`src/rtl/instr_encoder_loader_if.sv`:
```
// Field-bundle handshake between a loader front end and the instruction encoder.
interface instr_encoder_loader_if;
    logic        in_valid;
    logic        in_ready;
    logic [5:0]  opcode;
    logic [4:0]  rdst2;
    logic [4:0]  rdst1;
    logic [4:0]  rsrc2;
    logic [4:0]  rsrc1;
    logic [15:0] imm16;
    logic [7:0]  addr8;

    modport master (
        output in_valid, opcode, rdst2, rdst1, rsrc2, rsrc1, imm16, addr8,
        input  in_ready
    );

    modport slave (
        input  in_valid, opcode, rdst2, rdst1, rsrc2, rsrc1, imm16, addr8,
        output in_ready
    );
endinterface

```
`src/rtl/instr_encoder_loader.sv`:
```
// Packs opcode/operand bundles into 32-bit instruction words and writes them to
// consecutive instruction-memory addresses. Optional ENC_CHECKSUM_EN adds a running XOR.
module instr_encoder_loader #(
    parameter int AW    = 8,
    parameter int DEPTH = 256,
    parameter int BASE  = 0
) (
    input  logic                  clk,
    input  logic                  rst,
    input  logic                  start,
    input  logic                  finish,
    instr_encoder_loader_if.slave bus,
    output logic                  imem_we,
    output logic [AW-1:0]         imem_addr,
    output logic [31:0]           imem_wdata,
    output logic [AW:0]           count,
    output logic                  full,
    output logic                  err,
    output logic                  done
`ifdef ENC_CHECKSUM_EN
    ,
    output logic [31:0]           checksum
`endif
);

    typedef enum logic [1:0] {S_IDLE, S_LOAD, S_FULL} state_t;

    localparam logic [AW:0]   DEPTH_C = (AW+1)'(DEPTH);
    localparam logic [AW-1:0] BASE_C  = AW'(BASE);

    state_t        state_q, state_d;
    logic [AW-1:0] ptr_q, ptr_d;
    logic [AW-1:0] addr_q, addr_d;
    logic [31:0]   wdata_q, wdata_d;
    logic [AW:0]   count_q, count_d;
    logic          we_q, we_d;
    logic          full_q, full_d;
    logic          err_q, err_d;
    logic          done_q, done_d;
    logic [31:0]   csum_q, csum_d;

    logic [31:0]   word;
    logic          legal;
    logic          ready;
    logic          accept;
    logic [AW:0]   count_inc;

    // Encoder: every bit not named by the opcode's format stays zero.
    always_comb begin
        word  = '0;
        legal = 1'b1;
        word[31:26] = bus.opcode;
        if (bus.opcode == 6'd0) begin
            word[25:21] = bus.rdst2;
            word[15:0]  = bus.imm16;
        end else if (bus.opcode == 6'd1) begin
            word[25:21] = bus.rdst2;
            word[4:0]   = bus.rsrc2;
        end else if (bus.opcode == 6'd2) begin
            word[25:21] = bus.rdst2;
            word[7:0]   = bus.addr8;
        end else if (bus.opcode == 6'd3) begin
            word[25:18] = bus.addr8;
            word[4:0]   = bus.rsrc2;
        end else if (bus.opcode <= 6'd16) begin
            word[25:21] = bus.rdst2;
            word[20:16] = bus.rdst1;
            word[9:5]   = bus.rsrc2;
            word[4:0]   = bus.rsrc1;
        end else begin
            word  = '0;
            legal = 1'b0;
        end
    end

    always_comb begin
        ready     = (state_q == S_LOAD) && !full_q;
        accept    = bus.in_valid && ready;
        count_inc = count_q + (AW+1)'(1);

        state_d = state_q;
        ptr_d   = ptr_q;
        addr_d  = addr_q;
        wdata_d = wdata_q;
        count_d = count_q;
        we_d    = 1'b0;
        full_d  = full_q;
        err_d   = err_q;
        done_d  = done_q;
        csum_d  = csum_q;

        if (start) begin
            // A bundle handshaking alongside start is dropped on purpose.
            state_d = S_LOAD;
            ptr_d   = BASE_C;
            addr_d  = BASE_C;
            count_d = '0;
            full_d  = 1'b0;
            err_d   = 1'b0;
            done_d  = 1'b0;
            csum_d  = '0;
        end else begin
            if (we_q) begin
                addr_d = ptr_q;
            end
            if (accept && legal) begin
                we_d    = 1'b1;
                wdata_d = word;
                addr_d  = ptr_q;
                count_d = count_inc;
                csum_d  = csum_q ^ word;
                // Hold the pointer on the last slot so the address never wraps.
                if (count_inc < DEPTH_C) begin
                    ptr_d = ptr_q + AW'(1);
                end else begin
                    full_d  = 1'b1;
                    state_d = S_FULL;
                end
            end else if (accept) begin
                err_d = 1'b1;
            end
            if (finish && (state_q != S_IDLE)) begin
                done_d  = 1'b1;
                state_d = S_IDLE;
            end
        end
    end

    always_ff @(posedge clk or posedge rst) begin
        if (rst) begin
            state_q <= S_IDLE;
            ptr_q   <= BASE_C;
            addr_q  <= BASE_C;
            wdata_q <= '0;
            count_q <= '0;
            we_q    <= 1'b0;
            full_q  <= 1'b0;
            err_q   <= 1'b0;
            done_q  <= 1'b0;
            csum_q  <= '0;
        end else begin
            state_q <= state_d;
            ptr_q   <= ptr_d;
            addr_q  <= addr_d;
            wdata_q <= wdata_d;
            count_q <= count_d;
            we_q    <= we_d;
            full_q  <= full_d;
            err_q   <= err_d;
            done_q  <= done_d;
            csum_q  <= csum_d;
        end
    end

    assign bus.in_ready = ready;
    assign imem_we      = we_q;
    assign imem_addr    = addr_q;
    assign imem_wdata   = wdata_q;
    assign count        = count_q;
    assign full         = full_q;
    assign err          = err_q;
    assign done         = done_q;
`ifdef ENC_CHECKSUM_EN
    assign checksum     = csum_q;
`else
    logic unused_csum;
    assign unused_csum = ^csum_q;
`endif

endmodule
```
`src/flat_wrapper.sv`:
```
// flat-port wrapper written by rule: the top's interface ports become plain ports
module instr_encoder_loader_flat 
#(
    parameter int AW    = 8,
    parameter int DEPTH = 256,
    parameter int BASE  = 0
)
  (clk, rst, start, finish, imem_we, imem_addr, imem_wdata, count, full, err, done, bus_in_valid, bus_opcode, bus_rdst2, bus_rdst1, bus_rsrc2, bus_rsrc1, bus_imm16, bus_addr8, bus_in_ready);
  instr_encoder_loader_if bus_i ();
  input  logic clk;
  input  logic rst;
  input  logic start;
  input  logic finish;
  output logic imem_we;
  output logic [AW-1:0] imem_addr;
  output logic [31:0] imem_wdata;
  output logic [AW:0] count;
  output logic full;
  output logic err;
  output logic done;
  input wire logic [$bits(bus_i.in_valid)-1:0] bus_in_valid;
  input wire logic [$bits(bus_i.opcode)-1:0] bus_opcode;
  input wire logic [$bits(bus_i.rdst2)-1:0] bus_rdst2;
  input wire logic [$bits(bus_i.rdst1)-1:0] bus_rdst1;
  input wire logic [$bits(bus_i.rsrc2)-1:0] bus_rsrc2;
  input wire logic [$bits(bus_i.rsrc1)-1:0] bus_rsrc1;
  input wire logic [$bits(bus_i.imm16)-1:0] bus_imm16;
  input wire logic [$bits(bus_i.addr8)-1:0] bus_addr8;
  output wire logic [$bits(bus_i.in_ready)-1:0] bus_in_ready;
  assign bus_i.in_valid = bus_in_valid;
  assign bus_i.opcode = bus_opcode;
  assign bus_i.rdst2 = bus_rdst2;
  assign bus_i.rdst1 = bus_rdst1;
  assign bus_i.rsrc2 = bus_rsrc2;
  assign bus_i.rsrc1 = bus_rsrc1;
  assign bus_i.imm16 = bus_imm16;
  assign bus_i.addr8 = bus_addr8;
  assign bus_in_ready = bus_i.in_ready;
  instr_encoder_loader #(.AW(AW), .DEPTH(DEPTH), .BASE(BASE)) u_core (.clk(clk), .rst(rst), .start(start), .finish(finish), .bus(bus_i), .imem_we(imem_we), .imem_addr(imem_addr), .imem_wdata(imem_wdata), .count(count), .full(full), .err(err), .done(done));
endmodule
```
`config.mk`:
```
export PLATFORM = sky130hd
export DESIGN_NAME = instr_encoder_loader_flat
export DESIGN_NICKNAME = d
export VERILOG_FILES = /design/src/rtl/instr_encoder_loader_if.sv /design/src/rtl/instr_encoder_loader.sv /design/src/flat_wrapper.sv
export SDC_FILE = /design/constraint.sdc
export NUM_CORES = 1
export LEC_CHECK = 0
export CORE_MARGIN = 4
export CORE_UTILIZATION = 47
export CTS_BUF_LIST = sky130_fd_sc_hd__clkbuf_2 sky130_fd_sc_hd__clkbuf_4 sky130_fd_sc_hd__clkbuf_8
export CTS_CLUSTER_DIAMETER = 40
export DETAILED_ROUTE_END_ITERATION = 8
export PLACE_DENSITY = 0.83
export SETUP_SLACK_MARGIN = 0.15
export SYNTH_ARGS = -nofsm -noshare
export SYNTH_HDL_FRONTEND = slang
export SYNTH_SLANG_ARGS = --single-unit
```
`constraint.sdc`:
```
create_clock -name clk -period 2.8 [get_ports clk]
set_input_delay 0.28 -clock clk [delete_from_list [all_inputs] [get_ports clk]]
set_output_delay 0.28 -clock clk [all_outputs]
set_load 0.01 [all_outputs]
```
# Yosys cells after proc, flatten, opt, wreduce, memory -nomap -nowiden

Cells that the tools add are included.

Add/subtract/negate cells: 2
Magnitude comparators: 2
Equal/unequal tests: 7
Multiplexer cells: 54
Bitwise gates (word level): 1
Reductions and logical operators: 18

Operators by type and width:

| kind                                                                             | count |
|---|---|
| 10-bit 2-to-1 mux                                                                | 10 |
| 8-bit 2-to-1 mux                                                                 | 8 |
| 16-bit 2-to-1 mux                                                                | 2 |
| 5-bit 2-to-1 mux                                                                 | 6 |
| 6-bit 2-to-1 mux                                                                 | 5 |
| 13-bit 2-to-1 mux                                                                | 2 |
| 9-bit 2-to-1 mux                                                                 | 2 |
| 1-bit 2-to-1 mux                                                                 | 15 |
| 6-bit by 2-bit == test with 1-bit output, second input constant                  | 2 |
| 2-bit AND reduction                                                              | 5 |
| 2-bit nonzero test                                                               | 5 |
| 9-bit by 1-bit adder with 9-bit output, second input constant                    | 1 |
| 9-bit < comparator, second input constant                                        | 1 |
| 8-bit by 1-bit adder with 8-bit output, second input constant                    | 1 |
| 2-bit 2-to-1 mux                                                                 | 4 |
| 6-bit by 1-bit == test with 1-bit output, second input constant                  | 1 |
| 6-bit by 5-bit less-or-equal comparator with 1-bit output, second input constant | 1 |
| 6-bit logical NOT                                                                | 1 |
| 3-bit nonzero test                                                               | 2 |
| 1-bit logical AND                                                                | 4 |
| 2-bit != test, second input constant                                             | 2 |
| 3-bit != test, second input constant                                             | 1 |
| 2-bit by 1-bit == test with 1-bit output, second input constant                  | 1 |
| 1-bit logical NOT                                                                | 1 |
| 1-bit NOT                                                                        | 1 |

Register bits: 63
Bits of input ports: 55
Output and inout port bits: 54
Word-level logic and storage cells: 93

# Depth between registers and ports, before layout

Gate-level depths: netlist (run 1).

Word-level depth: 10
Mapped depth: 8
Mapped depth without buffers: 5

# Least setup slack after synthesis (run 1)

Ideal clock, no wire load.

Path type: register to register
From: register u_core.full_q (netlist: u_core.full)
To: register u_core.ptr_q[4]
Setup time: 78 ps
Arrival time: 1910 ps
Data required time: 2722 ps
Slack: 812 ps
Stages on the path, launching flop included: 5
Path buffers: 0
Period minus slack after synthesis: 1988 ps
Cell sequence: dfrtp_1 > or4bb_1 > or4_4 > or4_1 > a21oi_1

Cells in the longest elaborated chain, start to end: 6

RTL lines:

| item                          | RTL line                    | RTL |
|---|---|---|
| from (decl)                   | instr_encoder_loader.sv:37  | `logic full_q, full_d;` |
| from (signal assigned)        | instr_encoder_loader.sv:148 | `full_q <= full_d;` |
| 1-bit logical NOT             | instr_encoder_loader.sv:77  | `ready = (state_q == S_LOAD) && !full_q;` |
| 1-bit logical AND             | instr_encoder_loader.sv:77  |  |
| 1-bit logical AND             | instr_encoder_loader.sv:78  | `accept = bus.in_valid && ready;` |
| 1-bit logical AND             | instr_encoder_loader.sv:106 | `if (accept && legal) begin` |
| 2-bit nonzero test (no line)  | -                           |  |
| 2-bit AND reduction (no line) | -                           |  |
| to (signal assigned)          | instr_encoder_loader.sv:143 | `ptr_q <= ptr_d;` |
| to (decl)                     | instr_encoder_loader.sv:32  | `logic [AW-1:0] ptr_q, ptr_d;` |

Every way passes these cells.
A chain may end at the register's enable or synchronous reset.

# Worst setup path in the final report (run 1)

From: input port bus_opcode[3]
To: register u_core.ptr_q[4]

Cells in the longest elaborated chain, start to end: 9
Elaborated cells between the ends (all ways): 13
Classes of those cells: order compare (1); eq/ne (3); mux (5); reduce/logical (4)

RTL lines:

| item                                                      | RTL line                    | RTL |
|---|---|---|
| from (decl)                                               | flat_wrapper.sv:22          | `input wire logic [$bits(bus_i.opcode)-1:0] bus_opcode;` |
| 6-bit by 5-bit less-or-equal comparator with 1-bit output | instr_encoder_loader.sv:65  | `end else if (bus.opcode <= 6'd16) begin` |
| 1-bit 2-to-1 mux                                          | instr_encoder_loader.sv:65  |  |
| 1-bit 2-to-1 mux                                          | instr_encoder_loader.sv:62  | `end else if (bus.opcode == 6'd3) begin` |
| 1-bit 2-to-1 mux                                          | instr_encoder_loader.sv:59  | `end else if (bus.opcode == 6'd2) begin` |
| 1-bit 2-to-1 mux                                          | instr_encoder_loader.sv:56  | `end else if (bus.opcode == 6'd1) begin` |
| 1-bit 2-to-1 mux *                                        | instr_encoder_loader.sv:53  | `if (bus.opcode == 6'd0) begin` |
| 1-bit logical AND *                                       | instr_encoder_loader.sv:106 |  |
| 2-bit nonzero test (no line) *                            | -                           |  |
| 2-bit AND reduction (no line) *                           | -                           |  |

Every way passes the cells marked *; elsewhere a longest branch is shown, timed or not.

==> impl_metrics.json, run 1 <==
{
  "finish.net_count": 510,
  "synth_commonest_cells": "dfrtp_1, nand2_1, a21oi_1, o21ai_0, nor2_1",
  "cts_htree_levels": 3,
  "starting_utilization_of_the_core_area_pct": 49.53,
  "detailed_place.area_um2": 4464,
  "stdcell_count": 534,
  "postSynthCellCount": 335,
  "worst_vdd_rail_ir_drop_mv": 0.3070,
  "post_synth_num_cell_types": 43,
  "post_cts.repair.setup_buffers": 0,
  "met3_wirelength_um": 571,
  "post_cts.resized_instances": 0,
  "wirelength_mm": 9.666,
  "synth-main-ff-cell": "dfrtp_1",
  "grt.total_usage_pct": 24.21,
  "drcViolationCount": 0,
  "timing.fmax_mhz": 449.6,
  "power_frac_comb_pct": 21.7,
  "cp_data_arrival_time_ns": 2.48,
  "yosysSeqAreaShare_pct": 49.01,
  "avgSynthCellArea_um2": 9.602,
  "grt_pass1_wl_mm": 15.94,
  "fin_setup_tns_ns": 0,
  "drt_first_pass_iters": 5,
  "dominant_cells_by_area_after_synthesis": "dfrtp_1, nand2_1, mux2_2",
  "leakage_power_of_the_design_nw": 1.956,
  "number_of_antenna_violations_at_the_first_check_in_global_routing": 0,
  "p_sw_mw": 0.6170,
  "io-pin-count": 109,
  "drv_slew": 0,
  "post-place-ws_ns": 0.2177,
  "netSwitchingFraction_pct": 26.01,
  "synth_top_cell_by_area": "dfrtp_1",
  "clock-skew-final_ns": 0.01039,
  "grt_max_degree": 36,
  "gp_routability_congestion": 0.8750,
  "dp.cells": 519,
  "hp-class": "in2async",
  "final_antenna_net_count": 0,
  "area_of_the_core_region_um2": 6495,
  "die_area_um2": 8232,
  "path_max_fanout": 7,
  "ys.warnings.count": 0,
  "max_slew.worst_pin.slew_ns": 0.7416,
  "detailroute.wirelength.met2_mm": 4.860,
  "detail_route.vias_per_cell": 5.781,
  "cts.reportedPaths.clkPinSlew_ns": 0.07,
  "timing.final.crit_period_ns": 2.224,
  "clock_path_buffers": 2,
  "diodes": 0,
  "worstPathRequired_ns": 3.06,
  "whs_ns": 0.3471,
  "power.share.clock_pct": 34.4,
  "period_share_pct": 79.43,
  "post_cts_hold_buffer_count": 0,
  "floorplan.die.height_um": 90.73,
  "row_cnt": 29,
  "routed_wire_length_per_instance_um": 18.10,
  "overflow_left_after_global_routing": 0,
  "synth.cell_area_um2": 3217,
  "crit_path_end_kind": "flop",
  "postSynthRegisterBits": 63,
  "drt_iter0_markers": 250,
  "drive_above_1_share_pct": 11.82,
  "syn_nets": 392,
  "cellPowerDensity_nw_per_um2": 508.4,
  "flow.area_growth_from_synthesis_pct": 45.04,
  "postSynth.asyncResetShare_pct": 100.0,
  "detailed_place_hpwl_mm": 7.047,
  "cap_violations": 0,
  "die_w_um": 90.73,
  "clk_root_buffer_cell": "clkbuf_8",
  "worstSkewPairLatency_ns": 0.34,
  "pwr-share-seq_pct": 43.8,
  "via_count": 3087,
  "synth-edff-count": 0,
  "m1WireLength_mm": 4.032,
  "critical_path.startpoint_type": "input pin",
  "number_of_clock_sinks_seen_by_cts": 63,
  "post-layout-total-power_mw": 2.372,
  "worst_slew_margin_rel_pct": 49.91,
  "final_cell_area_um2": 4666,
  "timing_hold_violations_final": 0,
  "cell_internal_power_dissipation_mw": 1.755,
  "worst_setup_slack_final_ns": 0.5760,
  "post-route-util_pct": 71.84,
  "number_of_buffers_created_by_cts": 9,
  "vias_in_the_first_global_route": 3201,
  "run_status": "complete, no violations",
  "port-buffer-count": 108,
  "setup-violations-final": 0,
  "criticalPathCategory": "in2reg",
  "yosysTopAreaCellShare_pct": 49.01,
  "synthMostInstantiatedCell": "dfrtp_1",
  "grt_setup_unrepaired": "false",
  "highest-signal-layer": "met4",
  "cts_tree": "built"
}
## logic make-up after synthesis
| logic type | after synthesis | synth area share [%] |
|---|---|---|
| DFF | 63 | 49.01 |
| xor gates and xnor gates | 2 | 0.5446 |
| buffers and inverters | 31 | 3.812 |
| and+or+nand+nor | 138 | 22.56 |
| muxes | 21 | 7.001 |
| AOI/OAI and AO/OA | 78 | 16.30 |
| adders and majority gates | 2 | 0.7778 |
## routing by layer
| layer | vias up | track usage (%) |
|---|---|---|
| li1 | 1448 | - |
| met1 | 1516 | 31.25 |
| met2 | 105 | 40.46 |
| met3 | 18 | 4.667 |
| met4 | 0 | 8.546 |
| met5 | - | 0 |
## registers in the layout, summed over array words and instances (netlist names)
signal and flops:
u_core.imem_wdata 32, u_core.imem_addr 8, u_core.imem_we 1, u_core.ptr_q 8
u_core.count 9, u_core.state_q 2, u_core.full 1, u_core.done 1
u_core.err 1
## worst paths after layout
| check | start | end | slack [ns] | cells after the start |
|---|---|---|---|---|
| min | rst | u_core.ptr_q[1] | 0.35 | 2 |
| max | bus_opcode[3] | u_core.ptr_q[4] | 0.58 | 5 |
| max reg2reg | u_core.state_q[1] | u_core.ptr_q[4] | 0.66 | 4 |
| min in group clk | u_core.imem_wdata[27] | u_core.imem_wdata[27] | 0.47 | 2 |
| max in group asynchronous | rst | u_core.imem_addr[1] | 1.76 | 3 |
| min reg2reg | u_core.imem_wdata[27] | u_core.imem_wdata[27] | 0.47 | 2 |
## layout make-up
type	count	area, um2
Clock inverter	3	42.54
Timing Repair Buffer	126	1229
Inverter	12	45.04
Sequential cell	63	1577
Fill cell	475	1829
Clock buffer	12	158.9
Multi-Input combinational cell	241	1518
Tap cell	77	96.34
## placed cells by master, fill, tap and decap left out, types with 2 or more instances in the layout
cell type and count:
buf_4 17, inv_1 11, a22o_1 5, xnor2_1 2, clkdlybuf4s50_1 108, nor3_1 4
or4_1 5, nand3_1 16, o22ai_1 3, nor3b_1 9, nand3b_1 5, clkbuf_8 11
a21oi_1 19, o31ai_1 7, dfrtp_1 63, ha_1 2, nand4_1 3, a21o_1 2
o22a_1 9, o21ai_0 19, nor4_1 7, nor2b_1 10, nand2_1 50, nor2_1 18
mux2_2 12, mux2i_1 9, a31oi_1 7, and4_1 3
## worst max-delay path: stages
cell and delay [ns]:
clkdlybuf4s50_1 0.56, o41a_1 0.51, or4_4 0.53, or4_1 0.42, a21oi_1 0.18
## power groups by stage
stage	sequential (mW)	clock, mW	combinational [mW]
after global routing	1.05	0.869	0.554
after CTS	1.04	0.822	0.520
after global placement	1.06	0	0.505
final	1.04	0.816	0.516
after floorplan	1.09	0	0.169
after detailed placement	1.06	0	0.515
No activity file was read; power rests on OpenSTA's default activity.
==> run 2, diff against run 1 <==
- CORE_UTILIZATION: 47 -> 43
- PLACE_DENSITY: 0.83 -> 0.8
- clock period: 2.8 -> 2 ns (I/O delays scaled with it)
==> impl_metrics.json, run 2 (synthesized netlist as in run 1, its figures left out) <==
{
  "drcViolationCount": 0,
  "number_of_clock_sinks_seen_by_cts": 63,
  "drt_iter0_markers": 270,
  "commonest_non_fill_non_tap_cells_in_the_layout": "clkdlybuf4s50_1, dfrtp_1, buf_4",
  "post-route-util_pct": 73.54,
  "number_of_antenna_violations_at_the_first_check_in_global_routing": 0,
  "grt_pass1_wl_mm": 17.35,
  "vias_in_the_first_global_route": 3511,
  "flip_flop_count_of_the_largest_register_all_copies_and_words_added": 32,
  "post-place-ws_ns": -0.4735,
  "cap_violations": 0,
  "worst-r2r-setup-slack_ns": -0.05,
  "port-buffer-count": 108,
  "leakage_power_of_the_design_nw": 2.261,
  "timing.reg2reg.worst_path_depth": 4,
  "cts_tree": "built",
  "cp_data_arrival_time_ns": 2.32,
  "clock-skew-final_ns": 0.01208,
  "cts_htree_levels": 3,
  "flow.area_growth_from_synthesis_pct": 65.81,
  "wirelength_mm": 11.04,
  "overflow_left_after_global_routing": 0,
  "path_max_fanout": 2,
  "worstSkewPairLatency_ns": 0.35,
  "fin_setup_tns_ns": -0.04646,
  "worstReg2RegEnd": "u_core.ptr_q[4]",
  "timing.fmax_mhz": 488.6,
  "dp.cells": 575,
  "setup-violations-final": 1,
  "period_share_pct": 102.3,
  "cellPowerDensity_nw_per_um2": 635.9,
  "area_of_the_core_region_um2": 7253,
  "drive_above_1_share_pct": 25.44,
  "clock_path_buffers": 2,
  "timing_hold_violations_final": 0,
  "die_area_um2": 8928,
  "worst_slew_margin_rel_pct": 70.63,
  "row_cnt": 31,
  "detailed_place_hpwl_mm": 7.535,
  "rr_startpoint": "u_core.full",
  "clk_root_buffer_cell": "clkbuf_8",
  "drt_first_pass_iters": 7,
  "cts.reportedPaths.clkPinSlew_ns": 0.08,
  "max_slew.worst_pin.slew_ns": 0.4366,
  "detail_route.vias_per_cell": 5.534,
  "criticalPathCategory": "reg2reg",
  "die_w_um": 94.49,
  "via_count": 3376,
  "run_status": "finished with violations",
  "floorplan.die.height_um": 94.49,
  "failed_checks": "setup timing",
  "gp_routability_congestion": 0.8740,
  "worst_vdd_rail_ir_drop_mv": 0.4583,
  "layout_commonest_cell": "clkdlybuf4s50_1",
  "finish.net_count": 563,
  "grt_setup_unrepaired": "true",
  "grt_max_degree": 36,
  "hp-class": "in2async",
  "stdcell_count": 610,
  "diodes": 0,
  "drv_slew": 0,
  "crit_path_end_kind": "flop",
  "io-pin-count": 109,
  "final_antenna_net_count": 0,
  "grt.total_usage_pct": 24.71,
  "starting_utilization_of_the_core_area_pct": 44.35,
  "worstPathRequired_ns": 2.28,
  "post-layout-total-power_mw": 3.392,
  "timing.final.crit_period_ns": 2.046,
  "number_of_buffers_created_by_cts": 9,
  "critical_path.startpoint_type": "flop",
  "worst_setup_slack_final_ns": -0.04646,
  "routed_wire_length_per_instance_um": 18.09
}
-- run 2: layout make-up --
class	count	area, um2
fillers	474	1919
multi-input cells	242	1714
repair buffers	178	1677
flip-flops and latches	63	1577
clock buffers	10	137.6
well taps	99	123.9
clock inverters	6	60.06
inverters	12	45.04
-- run 2: through the flow --
step	instance area, um2	hold WS (ns)
floorplan	3223	0.3327
global placement	4765	0.4506
detailed placement	4765	0.4633
CTS	5191	0.1610
global route	5334	0.1907
finish	5334	0.1579
-- run 2: power by group --
group	total (mW)	internal, mW	switching (mW)
registers	1.45	1.39	0.0668
logic	0.809	0.470	0.338
clock network	1.13	0.602	0.526
total	3.39	2.46	0.931
-- run 2: repair_timing --
item | CTS | global route
hold buffers | 0 | 0
hold endpoints to repair | 0 | 0
endpoints found under the setup margin | 30 | 47
buffers inserted | 12 | 5
resized for setup | 21 | 29
pin swaps | 9 | 7
gates cloned | 1 | 1
-- run 2: worst max path at each step --
| stage | startpoint | endpoint | cells after the start |
|---|---|---|---|
| 2_1_floorplan | u_core.full | u_core.ptr_q[4] | 4 |
| 5_1_grt | u_core.full | u_core.ptr_q[4] | 4 |
| 4_1_cts | u_core.full | u_core.ptr_q[4] | 4 |
| 3_5_place_dp | bus_opcode[2] | u_core.ptr_q[6] | 6 |
| 3_3_place_gp | bus_opcode[2] | u_core.ptr_q[5] | 6 |
| 6_report | u_core.full | u_core.ptr_q[4] | 4 |
-- run 2: worst max-delay path: stages, from the launching register on --
cell,delay (ns)
dfrtp_1,0.37
or4bb_1,0.53
or4_4,0.50
or4_4,0.43
a21oi_2,0.15
-- run 2: routing by layer --
layer	vias up	GRT usage [%]	wire length, um
li1	1557	-	-
met1	1622	32.61	4618
met2	172	40.43	5526
met3	25	4.462	672
met4	0	9.615	217
met5	-	0	0
